[config.mk]
export PLATFORM = sky130hd
export DESIGN_NAME = comp_serial_mag
export DESIGN_NICKNAME = d
export VERILOG_FILES = /design/src/rtl/comp_serial_mag.sv
export SDC_FILE = /design/constraint.sdc
export NUM_CORES = 1
export LEC_CHECK = 0
export BUFFER_PORTS_ARGS = -buffer_cell sky130_fd_sc_hd__buf_2
export CAP_MARGIN = 20
export CORE_MARGIN = 1
export CORE_UTILIZATION = 54
export DETAILED_ROUTE_END_ITERATION = 8
export GPL_ROUTABILITY_DRIVEN = 0
export GPL_TIMING_DRIVEN = 0
export PLACE_DENSITY_LB_ADDON = 0.05
export SYNTH_ARGS = -nofsm -noshare
export SYNTH_HDL_FRONTEND = slang
export SYNTH_SLANG_ARGS = --single-unit
export TNS_END_PERCENT = 5
[constraint.sdc]
create_clock -name clk -period 2.1 [get_ports clk]
set_input_delay 0.315 -clock clk [delete_from_list [all_inputs] [get_ports clk]]
set_output_delay 0.315 -clock clk [all_outputs]
set_load 0.02 [all_outputs]
[src/rtl/comp_serial_mag.sv]
// Multi-cycle magnitude comparator. It scans two operands MSB-first, DIGIT bits per cycle,
// and reports gt/lt/eq plus the index of the highest differing bit through a valid/ready handshake.
module comp_serial_mag #(
  parameter int WIDTH      = 8,
  parameter int DIGIT      = 1,
  parameter int EARLY_EXIT = 1
) (
  input  logic                     clk,
  input  logic                     rst_n,
  input  logic                     start_valid,
  output logic                     start_ready,
  input  logic [WIDTH-1:0]         x,
  input  logic [WIDTH-1:0]         y,
  input  logic                     signed_mode,
  output logic                     res_valid,
  input  logic                     res_ready,
  output logic                     mayorQue,
  output logic                     menorQue,
  output logic                     igual,
  output logic [$clog2(WIDTH)-1:0] diff_idx
);

  localparam int N  = WIDTH / DIGIT;
  localparam int CW = (N > 1) ? $clog2(N) : 1;
  localparam int IW = $clog2(WIDTH);

  generate
    if ((WIDTH < 2) || (DIGIT < 1) || (WIDTH % DIGIT != 0)) begin : g_bad_param
      $error("comp_serial_mag: WIDTH must be >= 2 and a multiple of DIGIT");
    end
  endgenerate

  // Handshake: a transfer happens on a rising edge where valid and ready are both high.
  // start_ready is high only in IDLE, and res_valid is high only in DONE.
  typedef enum logic [1:0] {IDLE = 2'd0, SCAN = 2'd1, DONE = 2'd2} state_t;

  state_t           state, state_nx;
  logic [WIDTH-1:0] xs, ys;
  logic [CW-1:0]    cnt;
  logic             found, gt_q;
  logic [IW-1:0]    idx_q;

  logic [DIGIT-1:0] xd, yd, dd;
  logic             first_hit;
  logic [IW-1:0]    hit_idx;
  logic             accept, release_res;

  assign xd          = xs[WIDTH-1 -: DIGIT];
  assign yd          = ys[WIDTH-1 -: DIGIT];
  assign dd          = xd ^ yd;
  assign first_hit   = (state == SCAN) && (|dd) && !found;
  assign accept      = start_valid && start_ready;
  assign release_res = (state == DONE) && res_ready;

  // The digit held in the top of the shift registers sits at absolute bits cnt*DIGIT and up.
  always_comb begin
    int hit_pos;
    hit_pos = 0;
    for (int j = 0; j < DIGIT; j++) begin
      if (dd[j]) hit_pos = j;
    end
    hit_idx = IW'(int'(cnt) * DIGIT + hit_pos);
  end

  always_ff @(posedge clk or negedge rst_n) begin
    if (!rst_n) state <= IDLE;
    else        state <= state_nx;
  end

  always_comb begin
    state_nx = state;
    case (state)
      IDLE: if (accept) state_nx = SCAN;
      SCAN: begin
        if ((EARLY_EXIT != 0) && first_hit) state_nx = DONE;
        else if (cnt == '0)                 state_nx = DONE;
      end
      DONE: if (res_ready) state_nx = IDLE;
      default: state_nx = IDLE;
    endcase
  end

  // Signed mode flips both MSBs so that an unsigned scan orders two's-complement values.
  always_ff @(posedge clk or negedge rst_n) begin
    if (!rst_n) begin
      xs    <= '0;
      ys    <= '0;
      cnt   <= '0;
      found <= 1'b0;
      gt_q  <= 1'b0;
      idx_q <= '0;
    end else if (accept) begin
      xs    <= {x[WIDTH-1] ^ signed_mode, x[WIDTH-2:0]};
      ys    <= {y[WIDTH-1] ^ signed_mode, y[WIDTH-2:0]};
      cnt   <= CW'(N - 1);
      found <= 1'b0;
      gt_q  <= 1'b0;
      idx_q <= '0;
    end else if (state == SCAN) begin
      xs  <= xs << DIGIT;
      ys  <= ys << DIGIT;
      cnt <= cnt - 1'b1;
      if (first_hit) begin
        found <= 1'b1;
        gt_q  <= (xd > yd);
        idx_q <= hit_idx;
      end
    end else if (release_res) begin
      xs    <= '0;
      ys    <= '0;
      found <= 1'b0;
      gt_q  <= 1'b0;
      idx_q <= '0;
    end
  end

  // Result outputs are gated by DONE, so the flags are all 0 whenever res_valid is low.
  always_comb begin
    start_ready = (state == IDLE);
    res_valid   = (state == DONE);
    mayorQue    = res_valid && found && gt_q;
    menorQue    = res_valid && found && !gt_q;
    igual       = res_valid && !found;
    diff_idx    = res_valid ? idx_q : '0;
  end

endmodule
# --- After elaboration in Yosys (flattened, before gate mapping) ---
# Cells that the tools add are included.
totals:
  register_bits: 26
  latch_bits: 0
  ram_bits: 0
  rom_bits: 0
  output_inout_bits: 8
  elab_cells: 58
  mem_count: 0
op_classes:
  n_addsub: 1
  mul: 0
  div_mod_pow: 0
  magnitude_cmp: 1
  eq_ne: 6
  n_shift: 0
  muxes: 24
  bitwise: 3
  n_reduce_logical: 16
op_table:
  columns: ["cell", "count"]
  rows:
  - ["$mux 8", 5]
  - ["$mux 3", 7]
  - ["$logic_and 1x1->1", 8]
  - ["$mux 2", 4]
  - ["$mux 1", 7]
  - ["$pmux 2 s3", 1]
  - ["$ne 2x1->1 const B", 2]
  - ["$logic_not 3->1", 1]
  - ["$ne 3x2->1 const B", 1]
  - ["$ne 3x3->1 const B", 1]
  - ["$reduce_and 3->1", 1]
  - ["$reduce_bool 3->1", 1]
  - ["$sub 3x1->3 const B", 1]
  - ["$xor 1x1->1", 3]
  - ["$eq 2x1->1 const B", 1]
  - ["$eq 2x2->1 const B", 1]
  - ["$logic_not 1->1", 2]
  - ["$logic_not 2->1", 1]
  - ["$reduce_and 2->1", 1]
  - ["$reduce_bool 2->1", 1]
  - ["$gt 1x1->1", 1]

# --- Longest topological paths before layout ---
logic_depth:
  ltp_word: 6
  mapped_depth: 6

# --- Worst setup path after synthesis ---
# Ideal clock, no wire load.
synth_timing:
  path_type: "flip-flop to flip-flop"
  start: "register xs[7]"
  end: "register idx_q[0]"
  arrival_time_ps: 1289
  t_required_ps: 1979
  slack_ps: 690
  path_stages_with_launch: 5
  n_path_buf: 0
  period_less_slack_ps: 1410
  path_cell_list: "dfrtp_1 > ha_1 > nor4b_4 > a31oi_4 > a22o_1"
synth_between:
  elab_chain_len: 5
synth_rtl:
  columns: ["item", "line_no", "source"]
  rows:
  - ["start, declared", "38", "logic [WIDTH-1:0] xs, ys;"]
  - ["start signal, assigned", "93", "xs <= {x[WIDTH-1] ^ signed_mode, x[WIDTH-2:0]};"]
  - ["start signal, assigned", "100", "xs <= xs << DIGIT;"]
  - ["$xor 1x1->1", "50", "assign dd = xd ^ yd;"]
  - ["$logic_and 1x1->1 (2 in a row)", "51", "assign first_hit = (state == SCAN) && (|dd) && !found;"]
  - ["$ne 3x3->1 (no source line)", null, null]
  - ["$reduce_and 2->1 (no source line)", null, null]
  - ["end signal, assigned", "106", "idx_q <= hit_idx;"]
  - ["end, declared", "41", "logic [IW-1:0] idx_q;"]
# No other way between the ends.
# A chain may end at the register's enable or synchronous reset.

# --- Final worst setup path ---
layout_timing:
  start: "register state[0]"
  end: "output port mayorQue"
layout_between:
  elab_chain_len: 3
layout_rtl:
  columns: ["item", "line_no", "source"]
  rows:
  - ["start, declared", "37", "state_t state, state_nx;"]
  - ["start signal, assigned", "67", "else state <= state_nx;"]
  - ["$eq 2x2->1", "120", "res_valid = (state == DONE);"]
  - ["$logic_and 1x1->1 (2 in a row)", "121", "mayorQue = res_valid && found && gt_q;"]
  - ["end, declared", "17", "output logic mayorQue,"]
# No other way between the ends.

==> results.ini <==
[run_status]
status = completed

[synth]
synth_flop_cell = dfrtp_1
synth_cells = 110
synth_area_leader_cell = dfrtp_1
ys_warn_count = 0
synthArstFlopShare_pct = 100
synth_fa_ha_area_share_pct = 2.78
syn_avg_cell_area_sq_um = 12.3
syn-num-nets = 134
synth.most_common_cell = dfrtp_1
synth_compound_area_share_pct = 28.0
synth.yosys.seq_area_share_pct = 48.1
synth-edff-count = 0
synthSimpleGateAreaFrac_pct = 12.8
synth.area.top_cells = dfrtp_1 (48%), a22o_1 (7.1%), a21o_1 (6.7%)
synth_top_area_share_pct = 48.1
synthMuxAreaShare_pct = 0
synth.distinct_cells = 33
synth-xor-area-share_pct = 1.30
yosys-top-cells-count = dfrtp_1 (26), a21o_1 (12), a22o_1 (11)
synth_top_family_by_area = compound AO/OA/AOI/OAI gates
synth_area_sq_um = 1350
ys_ff_latch = 26

[placed_design]
hpwl_microns = 1760
portBuffers = 28
postPlaceCellArea_sq_um = 1530
dpl.cell_count = 166

[critical_path]
worstPathBufferInverterCount = 2
cp-start-kind = flop
critPathCaptureType = primary output
timing.rr.end = idx_q[1]
r2r_start = ys[7]
arrival_ps = 1380
cp_common_cell = buf_2
crit_type = reg2out
critPathRequiredTime_ps = 1780
crit_slowest_cell = dfrtp_1
crit_chain = nor2b_1 -> buf_2 -> and3_1 -> buf_2
r2r_setup_slack_ps = 550
cpLargestDelayFamily = flip-flops
critPathMaxFanout = 8
critPathMaxStageDelay_ps = 410
r2r_cells = 5

[global_routing]
grt_pass1_vias = 970
grt_use_total_pct = 22.2
antenna_found_initial = 0
grt_overflow_total = 0
grt_pass1_wl_microns = 4220
grt_max_degree = 27

[pwr]
powerDensity_nw_per_um2 = 1430
p_int_mw = 1.46
ir_drop_mv = 0.865
switching_power_mw = 0.812
seqPwrFrac_pct = 37.3
p_comb_share_pct = 47.2
power_frac_clock_pct = 15.4
p_leak_nw = 0.868
swShare_pct = 35.7

[floorplan]
die_y_microns = 52.0
floorplan.die_area_sq_um = 2710
die_w_microns = 52.0
start_util_pct = 59.4
ios = 29
rows = 17
core_area_sq_um = 2280

[timing]
timing.hold.ws_ps = 192
setup_viol = 0
hold_viol_final = 0
period_needed_ps = 1690
slew_violations = 0
relSlewSlack_pct = 61.4
fin_crit_sh_pct = 80.5
fin_skew_ps = 7.74
worst-slew-pin-transition_ps = 580
rsz0062_at_grt = false
clock.fmax_ghz = 0.591
setup_tns_ps = 0

[clock_tree]
tritoncts = done
cts_sinks = 26
clock_latency_ps = 340
cts_max_level = 1
cts-root-buf = clkbuf_4
clkTransAtPathRegs_ps = 140
cts_buffers = 3
cts_buffer_depth = 2
cts_resized = 0

[layout]
layout.nets = 168
final.fill_count = 188
drive_gt1_share_pct = 37.1
n_antenna_cell = 0
syn2layout_area_growth_pct = 17.6
final_cells = 171
final_area_sq_um = 1590

[routing]
drc = 0
vias = 976
drt-initial-drc-count = 28
dr.pass1.iters = 4
avgViaCountPerCell = 5.71
ant_nets = 0
routedWlPerCell_microns = 14.6
routed_wirelength_microns = 2490

[min_path]
hold_depth = 2
hp-start = x[0]
hp-class = in2reg
holdPathEnd = xs[0]

[run]
drv_cap = 0

-- final cells by class --
class	count	area [sq um]	area share (%)
plain buffers	7	76.3	4.80
flip-flops and latches	26	651	40.9
repair buffers	29	150	9.44
multi-input cells	72	607	38.2
clock inverters	1	30.0	1.89
inverters	5	18.8	1.18
well taps	28	35.0	2.20
clock buffers	3	22.5	1.42
-- routing by layer --
metal / GRT usage [%] / part of all wire, %
met5: 0 / 0
met1: 26.0 / 46
met4: 11.7 / 1.8
met2: 38.2 / 48
met3: 3.80 / 4.8
-- worst max path at each step --
stage	cells past startpoint	slack, ps	to	start
after global routing	5	300	menorQue	state[0]
after detailed placement	4	590	idx_q[1]	xs[7]
after CTS	4	380	mayorQue	state[0]
final	4	410	mayorQue	state[0]
after floorplan	4	690	idx_q[0]	xs[7]
after global placement	4	600	idx_q[0]	xs[7]
-- cell families after synthesis --
group / after synthesis
adder cells (fa/ha/maj): 3
AO/OA/AOI/OAI: 42
XOR/XNOR: 2
buffers and inverters: 12
flip-flops: 26
AND/OR/NAND/NOR: 25
-- timing repair --
item,in CTS,in global routing
buffers inserted,0,0
hold buffers,1,0
hold endpoints to repair,26,0
setup endpoints to repair,0,0
-- sequential cells by signal, summed over array words and instances (netlist names) --
| name | cells |
|---|---|
| state | 2 |
| ys | 8 |
| xs | 8 |
| idx_q | 3 |
| gt_q | 1 |
| cnt | 3 |
| found | 1 |
-- metrics by stage --
stage	power, mW	worst slack (ps)	utilization (%)
3_5_place_dp	1.93	587	67.1
4_1_cts	2.29	378	69.9
2_1_floorplan	1.70	690	-
3_3_place_gp	1.88	600	67.1
5_1_grt	2.43	303	69.9
6_report	2.28	409	69.9
-- cells in the final DEF, fill, tap and decap left out, types with 3 or more instances in the layout --
| cell type | synthesis | final |
|---|---|---|
| nor2_1 | 5 | 5 |
| nand2_1 | 5 | 5 |
| inv_1 | 5 | 5 |
| buf_6 | 5 | 5 |
| and2_1 | 3 | 3 |
| buf_2 | 1 | 29 |
| ha_1 | 3 | 3 |
| a22o_1 | 11 | 11 |
| a21o_1 | 12 | 12 |
| clkbuf_4 | 0 | 3 |
| a22o_2 | 8 | 8 |
| dfrtp_1 | 26 | 26 |
-- power by group through the flow --
| stage | Combinational (mW) | Sequential [mW] | Clock (mW) |
|---|---|---|---|
| 2_1_floorplan | 0.876 | 0.823 | 0 |
| 3_3_place_gp | 1.03 | 0.848 | 0 |
| 3_5_place_dp | 1.08 | 0.860 | 0 |
| 4_1_cts | 1.08 | 0.849 | 0.360 |
| 5_1_grt | 1.18 | 0.876 | 0.375 |
| 6_report | 1.07 | 0.850 | 0.351 |
(Power assumes the default switching activity.)
